--- src/rtl/toe_pkg.sv ---
// Shared TOE receive-path types: request codes, parser states, TCP flag
// positions, header word indices and the connection tuple.
package toe_pkg;

    typedef enum logic [1:0] {
        RQ_NONE   = 2'b00,
        RQ_LOOKUP = 2'b01,
        RQ_OPEN   = 2'b10,
        RQ_CLOSE  = 2'b11
    } rq_t;

    typedef enum logic [2:0] {
        HP_IDLE,
        HP_HDR,
        HP_REQ,
        HP_DRAIN,
        HP_DROP
    } hp_state_t;

    // TCP flag bit positions within the flags byte
    localparam int unsigned FLAG_FIN = 0;
    localparam int unsigned FLAG_SYN = 1;
    localparam int unsigned FLAG_RST = 2;
    localparam int unsigned FLAG_ACK = 4;

    // Header word index of each field (32-bit words from the frame start)
    localparam logic [3:0] W_MAC_DST_HI = 4'd0;
    localparam logic [3:0] W_MAC_DST_LO = 4'd1;
    localparam logic [3:0] W_MAC_SRC    = 4'd2;
    localparam logic [3:0] W_ETYPE      = 4'd3;
    localparam logic [3:0] W_PROTO      = 4'd5;
    localparam logic [3:0] W_IP_SRC_HI  = 4'd6;
    localparam logic [3:0] W_IP_SRC_LO  = 4'd7;
    localparam logic [3:0] W_IP_DST_HI  = 4'd7;
    localparam logic [3:0] W_IP_DST_LO  = 4'd8;
    localparam logic [3:0] W_PORT_SRC   = 4'd8;
    localparam logic [3:0] W_PORT_DST   = 4'd9;
    localparam logic [3:0] W_FLAGS      = 4'd11;

    // IPv4 with a 20-byte header; anything else carries options
    localparam logic [7:0] VER_IHL_NO_OPT = 8'h45;

    typedef struct packed {
        logic [23:0] mac_src;
        logic [23:0] mac_dst;
        logic [31:0] ip_src;
        logic [31:0] ip_dst;
        logic [15:0] port_src;
        logic [15:0] port_dst;
    } tuple_t;

    // RST/FIN close the connection first; a bare SYN opens one
    function automatic rq_t classify_flags(input logic [7:0] flags);
        if (flags[FLAG_RST] || flags[FLAG_FIN]) begin
            return RQ_CLOSE;
        end else if (flags[FLAG_SYN] && !flags[FLAG_ACK]) begin
            return RQ_OPEN;
        end else begin
            return RQ_LOOKUP;
        end
    endfunction

endpackage

--- src/rtl/tcp_hdr_field_capture.sv ---
// Header word decoder: stores tuple fields by word index and flags any
// header word that fails the EtherType, version/IHL or protocol check.
module tcp_hdr_field_capture
    import toe_pkg::*;
#(
    parameter logic [15:0] ETHERTYPE_IPV4 = 16'h0800,
    parameter logic [7:0]  TCP_PROTO      = 8'd6
) (
    input  logic        clk,
    input  logic        rst_n,
    input  logic        cap_en,
    input  logic [3:0]  cap_idx,
    input  logic [31:0] data,
    output tuple_t      tuple,
    output logic        field_err
);

    // Field registers, loaded from the word whose index owns each slice
    always_ff @(posedge clk or negedge rst_n) begin
        if (!rst_n) begin
            tuple <= '0;
        end else if (cap_en) begin
            if (cap_idx == W_MAC_DST_HI) tuple.mac_dst[23:16] <= data[7:0];
            if (cap_idx == W_MAC_DST_LO) tuple.mac_dst[15:0]  <= data[31:16];
            if (cap_idx == W_MAC_SRC)    tuple.mac_src        <= data[23:0];
            if (cap_idx == W_IP_SRC_HI)  tuple.ip_src[31:16]  <= data[15:0];
            if (cap_idx == W_IP_SRC_LO)  tuple.ip_src[15:0]   <= data[31:16];
            if (cap_idx == W_IP_DST_HI)  tuple.ip_dst[31:16]  <= data[15:0];
            if (cap_idx == W_IP_DST_LO)  tuple.ip_dst[15:0]   <= data[31:16];
            if (cap_idx == W_PORT_SRC)   tuple.port_src       <= data[15:0];
            if (cap_idx == W_PORT_DST)   tuple.port_dst       <= data[31:16];
        end
    end

    // Per-word header sanity check on the word currently presented
    always_comb begin
        field_err = 1'b0;
        if (cap_idx == W_ETYPE &&
            (data[31:16] != ETHERTYPE_IPV4 || data[15:8] != VER_IHL_NO_OPT)) begin
            field_err = 1'b1;
        end
        if (cap_idx == W_PROTO && data[7:0] != TCP_PROTO) begin
            field_err = 1'b1;
        end
    end

endmodule

--- src/rtl/tcp_hdr_parser.sv ---
// Ethernet/IPv4/TCP header parser: extracts the connection tuple, classifies
// the segment and holds one request per good frame until the searcher is done.
module tcp_hdr_parser
    import toe_pkg::*;
#(
    parameter logic [15:0] ETHERTYPE_IPV4 = 16'h0800,
    parameter logic [7:0]  TCP_PROTO      = 8'd6,
    parameter int unsigned DROP_CNT_W     = 16
) (
    input  logic                  hp_clk,
    input  logic                  hp_rst,
    input  logic [31:0]           hp_in_data,
    input  logic                  hp_in_valid,
    input  logic                  hp_in_sop,
    input  logic                  hp_in_eop,
    output logic                  hp_in_ready,
    output logic [1:0]            hp_rq,
    output logic [7:0]            hp_id_in,
    output logic [23:0]           hp_mac_src,
    output logic [23:0]           hp_mac_dst,
    output logic [31:0]           hp_ip_src,
    output logic [31:0]           hp_ip_dst,
    output logic [15:0]           hp_port_src,
    output logic [15:0]           hp_port_dst,
    input  logic                  hp_rs_done,
    input  logic [7:0]            hp_rs_error,
    input  logic [7:0]            hp_rs_id_out,
    output logic [7:0]            hp_conn_id,
    output logic [7:0]            hp_conn_err,
    output logic                  hp_conn_valid,
    output logic [DROP_CNT_W-1:0] hp_drop_cnt
);

    hp_state_t state, state_nxt;
    rq_t       rq_q, rq_nxt;
    logic [3:0] word_idx, idx_nxt;
    logic       drain_pend, drain_nxt;
    logic [1:0] drop_add;
    logic       rs_take;
    logic       cap_en;
    logic [3:0] cap_idx;
    logic       field_err;
    logic       accept;
    tuple_t     tuple;
    logic [DROP_CNT_W:0]   drop_sum;
    logic [DROP_CNT_W-1:0] drop_nxt;

    assign accept  = hp_in_valid && hp_in_ready;
    assign cap_idx = hp_in_sop ? W_MAC_DST_HI : word_idx;

    tcp_hdr_field_capture #(
        .ETHERTYPE_IPV4 (ETHERTYPE_IPV4),
        .TCP_PROTO      (TCP_PROTO)
    ) u_capture (
        .clk       (hp_clk),
        .rst_n     (hp_rst),
        .cap_en    (cap_en),
        .cap_idx   (cap_idx),
        .data      (hp_in_data),
        .tuple     (tuple),
        .field_err (field_err)
    );

    assign hp_rq       = rq_q;
    assign hp_mac_src  = tuple.mac_src;
    assign hp_mac_dst  = tuple.mac_dst;
    assign hp_ip_src   = tuple.ip_src;
    assign hp_ip_dst   = tuple.ip_dst;
    assign hp_port_src = tuple.port_src;
    assign hp_port_dst = tuple.port_dst;

    // Next-state, capture and drop-count decisions for each accepted word
    always_comb begin
        state_nxt   = state;
        idx_nxt     = word_idx;
        drain_nxt   = drain_pend;
        rq_nxt      = rq_q;
        drop_add    = 2'd0;
        rs_take     = 1'b0;
        cap_en      = 1'b0;
        hp_in_ready = (state != HP_REQ);
        case (state)
            HP_IDLE: begin
                if (accept && hp_in_sop) begin
                    cap_en = 1'b1;
                    if (hp_in_eop) begin
                        drop_add = 2'd1;
                    end else begin
                        state_nxt = HP_HDR;
                        idx_nxt   = 4'd1;
                    end
                end
            end
            HP_HDR: begin
                if (accept) begin
                    cap_en = 1'b1;
                    if (hp_in_sop) begin
                        // abandoned header counts once; a one-word new frame counts too
                        if (hp_in_eop) begin
                            drop_add  = 2'd2;
                            state_nxt = HP_IDLE;
                        end else begin
                            drop_add = 2'd1;
                            idx_nxt  = 4'd1;
                        end
                    end else if (field_err) begin
                        drop_add  = 2'd1;
                        state_nxt = hp_in_eop ? HP_IDLE : HP_DROP;
                    end else if (word_idx == W_FLAGS) begin
                        rq_nxt    = classify_flags(hp_in_data[7:0]);
                        drain_nxt = !hp_in_eop;
                        state_nxt = HP_REQ;
                    end else if (hp_in_eop) begin
                        drop_add  = 2'd1;
                        state_nxt = HP_IDLE;
                    end else begin
                        idx_nxt = word_idx + 4'd1;
                    end
                end
            end
            HP_REQ: begin
                if (hp_rs_done) begin
                    rs_take   = 1'b1;
                    rq_nxt    = RQ_NONE;
                    drain_nxt = 1'b0;
                    state_nxt = drain_pend ? HP_DRAIN : HP_IDLE;
                end
            end
            HP_DRAIN, HP_DROP: begin
                // DROP was already counted on entry, DRAIN had its request
                if (accept) begin
                    if (hp_in_sop) begin
                        cap_en = 1'b1;
                        if (hp_in_eop) begin
                            drop_add  = 2'd1;
                            state_nxt = HP_IDLE;
                        end else begin
                            state_nxt = HP_HDR;
                            idx_nxt   = 4'd1;
                        end
                    end else if (hp_in_eop) begin
                        state_nxt = HP_IDLE;
                    end
                end
            end
            default: state_nxt = HP_IDLE;
        endcase
    end

    // Saturating drop counter increment
    always_comb begin
        drop_sum = {1'b0, hp_drop_cnt} + {{(DROP_CNT_W-1){1'b0}}, drop_add};
        drop_nxt = drop_sum[DROP_CNT_W] ? '1 : drop_sum[DROP_CNT_W-1:0];
    end

    // State, request and result registers
    always_ff @(posedge hp_clk or negedge hp_rst) begin
        if (!hp_rst) begin
            state         <= HP_IDLE;
            word_idx      <= '0;
            drain_pend    <= 1'b0;
            rq_q          <= RQ_NONE;
            hp_id_in      <= '0;
            hp_conn_id    <= '0;
            hp_conn_err   <= '0;
            hp_conn_valid <= 1'b0;
            hp_drop_cnt   <= '0;
        end else begin
            state         <= state_nxt;
            word_idx      <= idx_nxt;
            drain_pend    <= drain_nxt;
            rq_q          <= rq_nxt;
            hp_conn_valid <= rs_take;
            hp_drop_cnt   <= drop_nxt;
            if (rs_take) begin
                hp_conn_id  <= hp_rs_id_out;
                hp_conn_err <= hp_rs_error;
                hp_id_in    <= hp_id_in + 8'd1;
            end
        end
    end

endmodule
--- config.mk ---
export PLATFORM = sky130hd
export DESIGN_NAME = tcp_hdr_parser
export DESIGN_NICKNAME = d
export VERILOG_FILES = /design/src/rtl/toe_pkg.sv /design/src/rtl/tcp_hdr_field_capture.sv /design/src/rtl/tcp_hdr_parser.sv
export SDC_FILE = /design/constraint.sdc
export NUM_CORES = 1
export LEC_CHECK = 0
export BUFFER_PORTS_ARGS = -buffer_cell sky130_fd_sc_hd__buf_2
export CORE_MARGIN = 2
export CORE_UTILIZATION = 47
export DETAILED_ROUTE_END_ITERATION = 10
export GPL_TIMING_DRIVEN = 0
export PLACE_DENSITY_LB_ADDON = 0.12
export REMOVE_ABC_BUFFERS = 1
export SLEW_MARGIN = 40
export SYNTH_ARGS = -nofsm -noshare
export SYNTH_HDL_FRONTEND = slang
export SYNTH_SLANG_ARGS = --single-unit
--- constraint.sdc ---
create_clock -name hp_clk -period 3.53 [get_ports hp_clk]
set_input_delay 0.1765 -clock hp_clk [delete_from_list [all_inputs] [get_ports hp_clk]]
set_output_delay 0.1765 -clock hp_clk [all_outputs]
set_load 0.02 [all_outputs]
Yosys cells after proc, flatten, opt, wreduce, memory -nomap -nowiden
Cells that the tools add are included.

Add/sub/neg operators: 3. Equal/unequal tests: 29. Multiplexer cells: 59. Reductions and logical operators: 24.

Operators by type and width (count): 4-bit two-way mux (10); 3-bit two-way mux (11); 2-bit two-way mux (13); 1-bit two-way mux (18); 2-bit inequality test, second input constant (9); 16-bit by 2-bit adder with 17-bit output (1); 16-bit two-way mux (1); 16-bit by 12-bit inequality test with 1-bit output, second input constant (1); 2-bit AND reduction (7); 4-bit by 3-bit == test with 1-bit output, second input constant (3); 4-bit == test, second input constant (3); 3-bit one-hot mux with 4 select lines (1); 4-bit one-hot mux with 3 select lines (1); 3-bit inequality test, second input constant (3); 8-bit by 1-bit adder with 8-bit output, second input constant (1); 4-bit by 2-bit == test with 1-bit output, second input constant (2); 8-bit by 3-bit inequality test with 1-bit output, second input constant (1); 8-bit by 7-bit inequality test with 1-bit output, second input constant (1); 8-bit AND reduction (1); 3-bit by 2-bit == test with 1-bit output, second input constant (2); 2-bit one-hot mux with 3 select lines (1); 6-bit AND reduction (1); 1-bit logical AND (5); 5-bit AND reduction (1); 15 further kinds (17).

Register bits after elaboration: 195. Output and inout port bits: 188. Logic and storage cells: 133.

Longest topological paths before layout
Gate-level depths: netlist (run 1).

Depth after elaboration: 11. Gate-level depth with buffers: 15.

Cells and area by module
From an unflattened synthesis (run 1), not the netlist that was laid out.

Cell total of the unflattened synthesis: 558. Area total of the unflattened synthesis: 8230.4 um^2.

By module, submodules not included: tcp_hdr_field_capture (instances 1, cells an instance 328, area an instance 5683.0 um^2, seq. area each 3603.5 um^2); tcp_hdr_parser (instances 1, cells an instance 230, area an instance 2547.4 um^2, seq. area each 1276.2 um^2).

Worst setup path after synthesis (run 1)
Ideal clock, no wire load.

Path kind: flip-flop to flip-flop. Start: register word_idx[0]. End: register hp_drop_cnt[10]. Setup time: 0.068 ns. Arrival: 3.222 ns. Required time: 3.462 ns. Slack: 0.240 ns. Cell stages (with the launch flop): 16. Buffers on the path: 2. Period minus slack after synthesis: 3.290 ns. Cells stage by stage: dfrtp_1 > clkbuf_1 > or3b_1 > a211oi_1 > a21oi_1 > o2111ai_1 > a31o_2 > ha_1 > inv_1 > fa_1 > and3b_1 > and4_1 > and2_1 > nand4_1 > clkbuf_1 > nand2_1.

Longest elaborated chain between the ends: 11.

Ends and longest elaborated chain: start: declaration (RTL line tcp_hdr_parser.sv:36) `logic [3:0] word_idx, idx_nxt;`; start signal: assignment (RTL line tcp_hdr_parser.sv:170) `word_idx <= idx_nxt;`; 4-bit two-way mux (RTL line tcp_hdr_parser.sv:49) `assign cap_idx = hp_in_sop ? W_MAC_DST_HI : word_idx;`; 4-bit by 2-bit == test with 1-bit output (RTL line tcp_hdr_field_capture.sv:38) `if (cap_idx == W_ETYPE &&`; 1-bit logical AND (RTL line tcp_hdr_field_capture.sv:38); 1-bit two-way mux (RTL line tcp_hdr_field_capture.sv:38); 1-bit two-way mux (RTL line tcp_hdr_field_capture.sv:42) `if (cap_idx == W_PROTO && data[7:0] != TCP_PROTO) begin`; 1-bit two-way mux * (RTL line tcp_hdr_parser.sv:106) `end else if (field_err) begin`; 2-bit two-way mux * (RTL line tcp_hdr_parser.sv:97) `if (hp_in_sop) begin`; 2-bit two-way mux * (RTL line tcp_hdr_parser.sv:95) `if (accept) begin`; 2-bit one-hot mux with 3 select lines * (RTL line tcp_hdr_parser.sv:82) `case (state)`; 16-bit by 2-bit adder with 17-bit output * (RTL line tcp_hdr_parser.sv:152) `drop_sum = {1'b0, hp_drop_cnt} + {{(DROP_CNT_W-1){1'b0}}, drop_add};`; 16-bit two-way mux * (RTL line tcp_hdr_parser.sv:153) `drop_nxt = drop_sum[DROP_CNT_W] ? '1 : drop_sum[DROP_CNT_W-1:0];`; named net drop_nxt[10] (RTL line tcp_hdr_parser.sv:46) `logic [DROP_CNT_W-1:0] drop_nxt;`; end signal: assignment (RTL line tcp_hdr_parser.sv:174) `hp_drop_cnt <= drop_nxt;`; end: declaration (RTL line tcp_hdr_parser.sv:31) `output logic [DROP_CNT_W-1:0] hp_drop_cnt`.

Mark *: on every way through the listed nets, which the timed path passes. The rest lies on a longest branch. A chain may end at the register's enable or synchronous reset.

Worst setup path after layout (run 1)
Start: register word_idx[3]. End: register hp_drop_cnt[6].

Same word-level chain as after synthesis.

==> key figures, run 1 <==
Yosys
  • Syn Inst Count: 575
  • Post-synth cell types: 54
  • Post-synth ARST share: 1.00
  • Yosys reg bits: 195
  • Synth Flop Type: dfrtp_1
  • Post-synth EDFFs: 0
  • Mean Syn Cell Area: 14.2 µm²
  • Sequential fraction of the synthesis area: 0.599
  • Yosys warns: 0
  • Mapped cell area: 0.00815 mm²

GRT
  • Pin count of the biggest net entering global routing: 82
  • Global-route wire length before repair: 31100 µm
  • Total global routing overflow: 0
  • Initial antenna violation count: 1
  • GRT Total Usage: 0.217
  • Vias in the first global route: 5823

Status
  • Status: finished, final reports clean

Placement
  • IO buf count: 241
  • Dpl hpwl: 13800 µm
  • Routability congestion estimate: 0.806
  • Post-place instance area: 0.00971 mm²

Drt
  • Pre-Repair DR Iteration Count: 5
  • Wire per inst: 17.9 µm
  • Met1 WL: 8510 µm
  • Via Count: 5700
  • Vias per Instance: 5.27
  • Drt first-iter violations: 239
  • Detailed-routed wire length on met3: 1310 µm
  • Met2 wire length: 9340 µm
  • Post-DRT Antenna Nets: 0
  • Top Metal Used: met4
  • Final WL: 19400 µm
  • DRC: 0

Setup path
  • Startpoint types: register
  • Worst setup EP type: register
  • CP max stage delay: 0.45 ns
  • Slowest stage cell, crit path: dfrtp_2
  • Worst-path fanout max: 13
  • Crit-path cells: or3b_1, a211oi_2, a21oi_2, o2111ai_1, a31o_2, ha_1, inv_1, fa_1, and3b_2, and4_2, and2_4, nand4_1, buf_4, o21ai_0
  • WS Path Type: reg -> reg
  • WP data required: 3.87 ns
  • Flop-to-flop setup slack: 0.18 ns
  • Worst path arrival time: 3.69 ns

Floorplanning
  • Core ar.: 0.0171 mm²
  • Starting Density: 0.476
  • IO Pins: 242
  • FP Rows: 48
  • Die footprint: 0.0184 mm²
  • Die Y: 136 µm
  • Chip width: 136 µm

Clocking
  • Clock buffer depth: 2
  • CTS root buf: clkbuf_16
  • Clock Latency Late Sink: 0.43 ns
  • CTS tree: yes
  • CTS Sinks: 195
  • Clock transition at path regs: 0.07 ns
  • H-tree Lvls: 4
  • CTS Buf Count: 17

Layout
  • Nets: 902
  • Layout cells sized above 1: 0.453
  • Post-Layout Inst Area: 0.0105 mm²
  • Synthesis-to-finish area growth: 29.3%

Power and ir drop
  • VDD IR max: 0.341 mV
  • Leakage power: 5.81 nW
  • Power after layout: 6.75 mW
  • P per Cell Area: 641 mW/mm²

Timing
  • Final setup vio count: 0
  • FMAX: 298 MHz
  • Max-slew headroom: 0.522
  • Period utilization: 0.949
  • Fin. Hold Viols: 0
  • Clock period minus worst slack: 3.35 ns
  • Unrepaired setup endpoints after global routing: false
  • Worst slew pin tran: 0.717 ns
  • Pins Over Slew Limit: 0
  • Final setup skew: 0.00882 ns

Worst hold path
  • Hold WC Path Type: in -> reg

Job
  • Max-Cap Viols: 0
## registers in the layout, indices dropped and copies added, names as in the netlist, 2 cells and up
name and flops:
hp_conn_err 8, hp_conn_id 8, hp_drop_cnt 16, hp_id_in 8, hp_rq 2, state 3
u_capture.tuple 144, word_idx 4
## area by class of cell
class,instances,area (µm²)
Antenna cell,1,2.50
Clock buffer,17,425
Clock inverter,15,170
Fill cell,1377,6580
Inverter,6,22.5
Multi-Input combinational cell,346,3170
Sequential cell,195,4880
Tap cell,225,282
Timing Repair Buffer,277,1590
## worst max-delay path, delay by kind of cell (launching register included)
kind	cells	cell delay [ns]
simple gates	5	1.25
compound gates	5	0.72
fa+ha+maj	2	0.58
flops	1	0.45
buf+inv	2	0.27
## synth_stat cells, types with 4 or more instances
cell        n  share of area
inv_1       6         0.0028
and3_1      8         0.0061
nor4_1      6         0.0046
a31oi_1     4         0.0031
xnor2_1    10          0.011
nand3_1     8         0.0049
buf_2      11         0.0068
mux2_1     84           0.12
mux2_4     30          0.055
o21ai_0     6         0.0037
nor3_1      4         0.0025
and2_1      4         0.0031
nor2_1     19         0.0088
dfrtp_1   195           0.60
nor2b_1     4         0.0031
xor2_1      7         0.0075
nand2b_1    9         0.0069
clkbuf_1   14         0.0064
ha_1        4         0.0061
nand2_1    33          0.015
a21oi_1     8         0.0049
nand4_1     7         0.0054
mux2_2     47          0.065
nor4b_1     4         0.0043
## layout by cell type, fill, tap and decap left out, drive strengths merged, types with 6 or more instances in the layout
cell,synthesis,routed
buf,14,259
dfrtp,195,195
mux2,161,161
nand2,33,33
nor2,19,19
clkbuf,14,18
dlygate4sd3,0,17
inv,6,13
xnor2,10,10
nand2b,10,10
nand3,8,8
a21oi,8,8
and3,8,8
nand4,7,7
xor2,7,7
nor4,7,7
o21ai,6,6
## repair_timing
item / CTS / global route
endpoints found under the setup margin: 14 / 14
hold buffers: 17 / 0
gates resized for setup: 6 / 3
setup buffers: 1 / 4
pin swaps: 1 / 0
hold endpoints to repair: 69 / 0
## per-layer routing
layer,up-vias,GRT usage
met5,-,0
met4,0,0.0677
met3,15,0.0535
met2,194,0.348
met1,2897,0.293
li1,2594,-
## through the flow
step / instances / setup slack (ns) / utilization / hold slack, ns / TNS, ns
5_1_grt: 1081 / 0.00615 / 0.616 / 0.0136 / 0
3_3_place_gp: 1013 / -1.67 / 0.555 / 0.408 / -207.83
3_5_place_dp: 1027 / -0.481 / 0.567 / 0.126 / -5.43
2_1_floorplan: 547 / -0.149 / - / -0.119 / -0.227
6_report: 1082 / 0.179 / 0.616 / 0.0205 / 0
4_1_cts: 1077 / 0.0663 / 0.613 / 0.00257 / 0
## path summary, 6_finish.rpt
path,depth (start not counted),to,start
max,14,hp_drop_cnt[6]$_DFF_PN0_,word_idx[3]$_DFFE_PN0P_
min,2,u_capture.tuple[108]$_DFFE_PN0P_,hp_in_data[28]
max reg2reg,14,hp_drop_cnt[6]$_DFF_PN0_,word_idx[3]$_DFFE_PN0P_
min reg2reg,1,hp_id_in[7]$_DFFE_PN0P_,hp_id_in[7]$_DFFE_PN0P_
max in group asynchronous,3,u_capture.tuple[79]$_DFFE_PN0P_,hp_rst
min in group asynchronous,2,u_capture.tuple[25]$_DFFE_PN0P_,hp_rst
## where the power goes
group	internal [mW]	switching [mW]	total [mW]
clock	1.07	0.885	1.95
combinational	0.732	1.12	1.85
sequential	2.67	0.287	2.95
## cells by family (layout without fill, tap and decap cells)
kind of cell	Yosys count	in the layout	synth area share
adder cells (fa/ha/maj)	5	5	0.00860
AO/OA/AOI/OAI	36	36	0.0298
multiplexers	162	162	0.237
buffers and inverters	34	315	0.0201
AND/OR/NAND/NOR	126	126	0.0870
flip-flops	195	195	0.599
XOR/XNOR	17	17	0.0183
other	0	1	0
Power figures use the tool's default switching activity.
==> run 2: changes to the inputs <==
--- a/config.mk
+++ b/config.mk
@@ -6,8 +6,10 @@
 export NUM_CORES = 1
 export LEC_CHECK = 0
 export BUFFER_PORTS_ARGS = -buffer_cell sky130_fd_sc_hd__buf_2
+export CELL_PAD_IN_SITES_DETAIL_PLACEMENT = 0
+export CELL_PAD_IN_SITES_GLOBAL_PLACEMENT = 2
 export CORE_MARGIN = 2
-export CORE_UTILIZATION = 47
+export CORE_UTILIZATION = 31
 export DETAILED_ROUTE_END_ITERATION = 10
 export GPL_TIMING_DRIVEN = 0
 export PLACE_DENSITY_LB_ADDON = 0.12
==> key figures, run 2 (synthesized netlist as in run 1, its figures left out) <==
Status
  • Status: finished, final reports clean

Power and ir drop
  • Seq pwr share: 0.435
  • P per Cell Area: 633 mW/mm²
  • VDD IR max: 0.288 mV
  • Power after layout: 6.79 mW
  • Leakage power: 5.85 nW
  • Clock network fraction of design power: 0.288
  • Sw power: 2.41 mW
  • Pint: 4.38 mW
  • Comb power frac: 0.277
  • Switch share: 0.355

Drt
  • Pre-Repair DR Iteration Count: 6
  • DRC: 0
  • Wire per inst: 17.8 µm
  • Final WL: 21200 µm
  • Drt first-iter violations: 266
  • Vias per Instance: 4.67
  • Post-DRT Antenna Nets: 0
  • Via Count: 5587

Floorplanning
  • FP Rows: 59
  • Core ar.: 0.0259 mm²
  • IO Pins: 242
  • Die Y: 166 µm
  • Chip width: 166 µm
  • Die footprint: 0.0276 mm²
  • Starting Density: 0.315

Layout
  • Largest regs: u_capture.tuple x144, hp_drop_cnt x16
  • Biggest register: u_capture.tuple
  • Final Util: 0.415
  • # fillers: 2451
  • Synthesis-to-finish area growth: 31.8%
  • Max FFs per register: 144
  • Ant. Diodes: 0
  • Layout cells sized above 1: 0.458
  • Most frequent cells in the layout: buf_2, dfrtp_1, mux2_1
  • Post-Layout Inst Area: 0.0107 mm²
  • Nets: 907
  • Commonest non-fill, non-tap cell in the layout: buf_2

Timing
  • Period utilization: 0.943
  • Slack of the critical path: 0.202 ns
  • Fin. Hold Viols: 0
  • Worst slew pin tran: 0.763 ns
  • FMAX: 301 MHz
  • Final setup skew: 0.0132 ns
  • Pins Over Slew Limit: 0
  • Final setup vio count: 0
  • Clock period minus worst slack: 3.33 ns
  • Max-slew headroom: 0.491

Clocking
  • Clock transition at path regs: 0.08 ns
  • CTS Sinks: 195
  • CTS root buf: clkbuf_16
  • Clock Latency Late Sink: 0.43 ns
  • H-tree Lvls: 4
  • CTS tree: yes
  • CTS Buf Count: 17
  • Clock buffer depth: 2

GRT
  • Global-route wire length before repair: 34200 µm
  • Total global routing overflow: 0
  • Vias in the first global route: 5825
  • GRT Total Usage: 0.157
  • Pin count of the biggest net entering global routing: 75
  • Initial antenna violation count: 0

Setup path
  • Worst setup EP type: register
  • Worst path arrival time: 3.68 ns
  • WP data required: 3.88 ns
  • Startpoint types: register
  • WS Path Type: reg -> reg
  • Worst-path fanout max: 13

Placement
  • Post-place instance area: 0.00987 mm²
  • Place WS: -0.454 ns
  • Dpl hpwl: 15400 µm
  • Routability congestion estimate: 0.731
  • IO buf count: 241

Worst hold path
  • Hold WC Path Type: in -> reg

Job
  • Max-Cap Viols: 0
run 2: changes by cell type in the layout (fill, tap and decap cells not counted), moves of 2 or more:
cell / before / now
clkinv_8: 0 / 6
buf_4: 13 / 18
clkinvlp_4: 3 / 0
bufinv_16: 2 / 0
run 2: path summary, 6_finish.rpt:
path                                    startpoint                         endpoint  slack (ns)  depth (start not counted)
max                        word_idx[3]$_DFFE_PN0P_         hp_drop_cnt[6]$_DFF_PN0_        0.20                         14
max reg2reg                word_idx[3]$_DFFE_PN0P_         hp_drop_cnt[6]$_DFF_PN0_        0.20                         14
min in group asynchronous                   hp_rst  u_capture.tuple[76]$_DFFE_PN0P_        0.24                          2
max in group asynchronous                   hp_rst             state[1]$_DFFE_PN0P_        2.51                          3
min                                 hp_in_data[29]  u_capture.tuple[13]$_DFFE_PN0P_        0.02                          2
min reg2reg                hp_id_in[7]$_DFFE_PN0P_          hp_id_in[7]$_DFFE_PN0P_        0.47                          1
run 2: per-layer routing:
metal	up-vias	global-route usage	wire [µm]
li1	2602	-	-
met1	2816	0.210	9480
met2	151	0.250	10200
met3	18	0.0403	1180
met4	0	0.0503	386
met5	-	0	0
run 2: power groups by stage:
| stage | clock [mW] | combinational (mW) | sequential [mW] |
|---|---|---|---|
| global placement | 0 | 1.80 | 2.97 |
| detailed placement | 0 | 1.85 | 3.00 |
| floorplan | 0 | 0.592 | 3.47 |
| global route | 2.14 | 2.05 | 3.02 |
| CTS | 2.03 | 1.87 | 2.96 |
| finish | 1.96 | 1.88 | 2.95 |
run 2: metrics by stage:
stage	instances	setup TNS (ns)	hold slack (ns)
finish	1196	0	0.0235
global route	1196	-0.00731	0.0172
CTS	1188	0	0.00654
detailed placement	1138	-5.25	0.141
global placement	1123	-254.70	0.411
floorplan	547	-0.227	-0.119
run 2: final cells by class:
class,instances,area [µm²],area share
clock buffer,17,425,0.0396
multi-input combinational,346,3180,0.296
inverter,6,22.5,0.00210
sequential,195,4880,0.455
tap,335,419,0.0390
clock inverter,15,180,0.0168
timing repair buffer,282,1630,0.152
run 2: timing repair:
item,CTS,global route
hold buffers,17,0
hold endpoints to repair,70,0
setup buffers,1,8
gates resized for setup,5,6
setup endpoints to repair,14,14
pin swaps,1,0
run 2: worst max-delay path, stage by stage (launching register included):
cell	delay, ns
dfrtp_2	0.47
or3b_1	0.40
a211oi_2	0.20
a21oi_2	0.11
o2111ai_1	0.13
a31o_2	0.18
ha_1	0.16
inv_1	0.06
fa_1	0.38
and3b_1	0.31
and4_4	0.29
and2_4	0.17
nand4_1	0.10
buf_4	0.20
o21ai_0	0.09
==> run 3: changes to the inputs <==
--- a/config.mk
+++ b/config.mk
@@ -12,9 +12,8 @@
 export CORE_UTILIZATION = 31
 export DETAILED_ROUTE_END_ITERATION = 10
 export GPL_TIMING_DRIVEN = 0
-export PLACE_DENSITY_LB_ADDON = 0.12
+export PLACE_DENSITY = 0.79
 export REMOVE_ABC_BUFFERS = 1
-export SLEW_MARGIN = 40
 export SYNTH_ARGS = -nofsm -noshare
 export SYNTH_HDL_FRONTEND = slang
 export SYNTH_SLANG_ARGS = --single-unit
==> key figures, run 3 (synthesized netlist as in run 1, its figures left out) <==
Status
  • Status: finished, final reports clean

Timing
  • Fin. Hold Viols: 0
  • Period utilization: 0.939
  • Worst slew pin tran: 1.13 ns
  • Slack of the critical path: 0.216 ns
  • Max-slew headroom: 0.245
  • FMAX: 302 MHz
  • Clock period minus worst slack: 3.31 ns
  • Unrepaired setup endpoints after global routing: false
  • Final setup vio count: 0
  • Pins Over Slew Limit: 0
  • Hold slack final: 0.0254 ns
  • Final setup skew: 0.0193 ns
  • Setup TNS Final: 0 ns

Setup path
  • Flop-to-flop setup slack: 0.22 ns
  • Reg2reg start: word_idx[3]$_DFFE_PN0P_
  • Worst path arrival time: 3.63 ns
  • Reg2Reg Depth: 14
  • Worst setup EP type: register
  • WS Path Type: in -> reg
  • WP data required: 3.85 ns
  • Startpoint types: input pin
  • Worst r2r dst: hp_drop_cnt[6]$_DFF_PN0_
  • Worst-path fanout max: 13

Power and ir drop
  • Clock network fraction of design power: 0.303
  • Switch share: 0.360
  • Power after layout: 6.89 mW
  • P per Cell Area: 641 mW/mm²
  • VDD IR max: 0.266 mV
  • Seq pwr share: 0.426
  • Sw power: 2.48 mW
  • Comb power frac: 0.271
  • Pint: 4.41 mW
  • Leakage power: 5.83 nW

Worst hold path
  • Hold Path End: u_capture.tuple[62]$_DFFE_PN0P_
  • Hold path cells: 2
  • Hold WC Path Type: in -> reg
  • Hold Path Origin: hp_in_data[14]

Floorplanning
  • Die Y: 166 µm
  • IO Pins: 242
  • Die footprint: 0.0276 mm²
  • Core ar.: 0.0259 mm²
  • Starting Density: 0.315
  • Chip width: 166 µm
  • FP Rows: 59

Layout
  • Nets: 903
  • Post-Layout Inst Area: 0.0108 mm²
  • Biggest register: u_capture.tuple
  • Largest regs: u_capture.tuple x144, hp_drop_cnt x16
  • Max FFs per register: 144
  • Layout cells sized above 1: 0.449
  • Ant. Diodes: 0
  • Synthesis-to-finish area growth: 31.9%
  • Most frequent cells in the layout: buf_2, dfrtp_1, mux2_1
  • Commonest non-fill, non-tap cell in the layout: buf_2
  • Final Util: 0.415
  • Non-filler cells, final: 1192

Drt
  • Pre-Repair DR Iteration Count: 5
  • Met2 wire length: 9710 µm
  • Top Metal Used: met4
  • Via Count: 5606
  • Met1 WL: 8960 µm
  • Post-DRT Antenna Nets: 0
  • Final WL: 20200 µm
  • DRC: 0
  • Wire per inst: 16.9 µm
  • Vias per Instance: 4.70
  • Drt first-iter violations: 225
  • Detailed-routed wire length on met3: 1140 µm

Placement
  • IO buf count: 241
  • Post-place instance area: 0.00981 mm²
  • Dpl hpwl: 14000 µm
  • Routability congestion estimate: 0.719
  • Dpl cells: 1132
  • Place WS: -0.434 ns

GRT
  • Global-route wire length before repair: 33100 µm
  • GRT Total Usage: 0.150
  • Vias in the first global route: 5727
  • Pin count of the biggest net entering global routing: 116
  • Total global routing overflow: 0
  • Initial antenna violation count: 0

Clocking
  • H-tree Lvls: 4
  • CTS Buf Count: 17
  • Clock buffer depth: 2
  • CTS tree: yes
  • CTS Sinks: 195
  • Clock transition at path regs: 0.08 ns
  • Clock Latency Late Sink: 0.44 ns
  • CTS root buf: clkbuf_16

Job
  • Max-Cap Viols: 0
[run 3: changes by cell type in the layout (fill, tap and decap cells not counted), sizes merged]
cell | previous run | this run
clkbuf | 17 | 18
buf | 265 | 255
dlygate4sd3 | 17 | 22
clkinv | 7 | 4
inv | 14 | 17
[run 3: worst max path at each step]
stage | slack, ns | startpoint | endpoint | cells past startpoint
global placement | -1.81 | state[0]$_DFFE_PN0P_ | u_capture.tuple[63]$_DFFE_PN0P_ | 5
CTS | 0.03 | word_idx[3]$_DFFE_PN0P_ | hp_drop_cnt[6]$_DFF_PN0_ | 14
floorplan | -0.15 | state[1]$_DFFE_PN0P_ | hp_id_in[7]$_DFFE_PN0P_ | 5
global route | 0.003 | word_idx[3]$_DFFE_PN0P_ | hp_drop_cnt[6]$_DFF_PN0_ | 14
finish | 0.22 | hp_in_data[29] | hp_drop_cnt[6]$_DFF_PN0_ | 16
detailed placement | -0.43 | word_idx[3]$_DFFE_PN0P_ | hp_drop_cnt[6]$_DFF_PN0_ | 13
[run 3: worst max-delay path, cell delays in order]
cell	delay, ns
dlygate4sd3_1	0.56
buf_2	0.16
nor4_2	0.31
nand4_1	0.29
nand2_2	0.23
o2111ai_1	0.13
a31o_2	0.27
ha_1	0.19
inv_1	0.07
fa_1	0.20
and3b_1	0.22
and4_2	0.28
and2_4	0.16
nand4_1	0.08
buf_4	0.19
o21ai_0	0.10
[run 3: per-layer routing]
layer,up-vias,global-route usage
li1,2608,-
met1,2824,0.196
met2,153,0.243
met3,21,0.0396
met4,0,0.0499
met5,-,0
[run 3: final cells by class]
| type | count | area, µm² |
|---|---|---|
| Clock inverter | 15 | 213 |
| Clock buffer | 17 | 425 |
| Fill cell | 2424 | 15200 |
| Tap cell | 335 | 419 |
| Inverter | 6 | 22.5 |
| Sequential cell | 195 | 4880 |
| Timing Repair Buffer | 278 | 1620 |
| Multi-Input combinational cell | 346 | 3170 |
[run 3: power groups by stage]
stage	clock [mW]	combinational, mW	sequential [mW]
4_1_cts	2.16	1.86	2.94
3_3_place_gp	0	1.81	2.96
6_report	2.09	1.87	2.93
2_1_floorplan	0	0.592	3.47
5_1_grt	2.25	2.02	3.00
3_5_place_dp	0	1.84	2.98
[run 3: timing repair]
action	CTS	global route
endpoints found under the hold margin	107	0
endpoints found under the setup margin	13	15
hold buffers	22	0
cloned	0	0
setup buffers	1	5
pin swaps	1	1
gates resized for setup	3	9
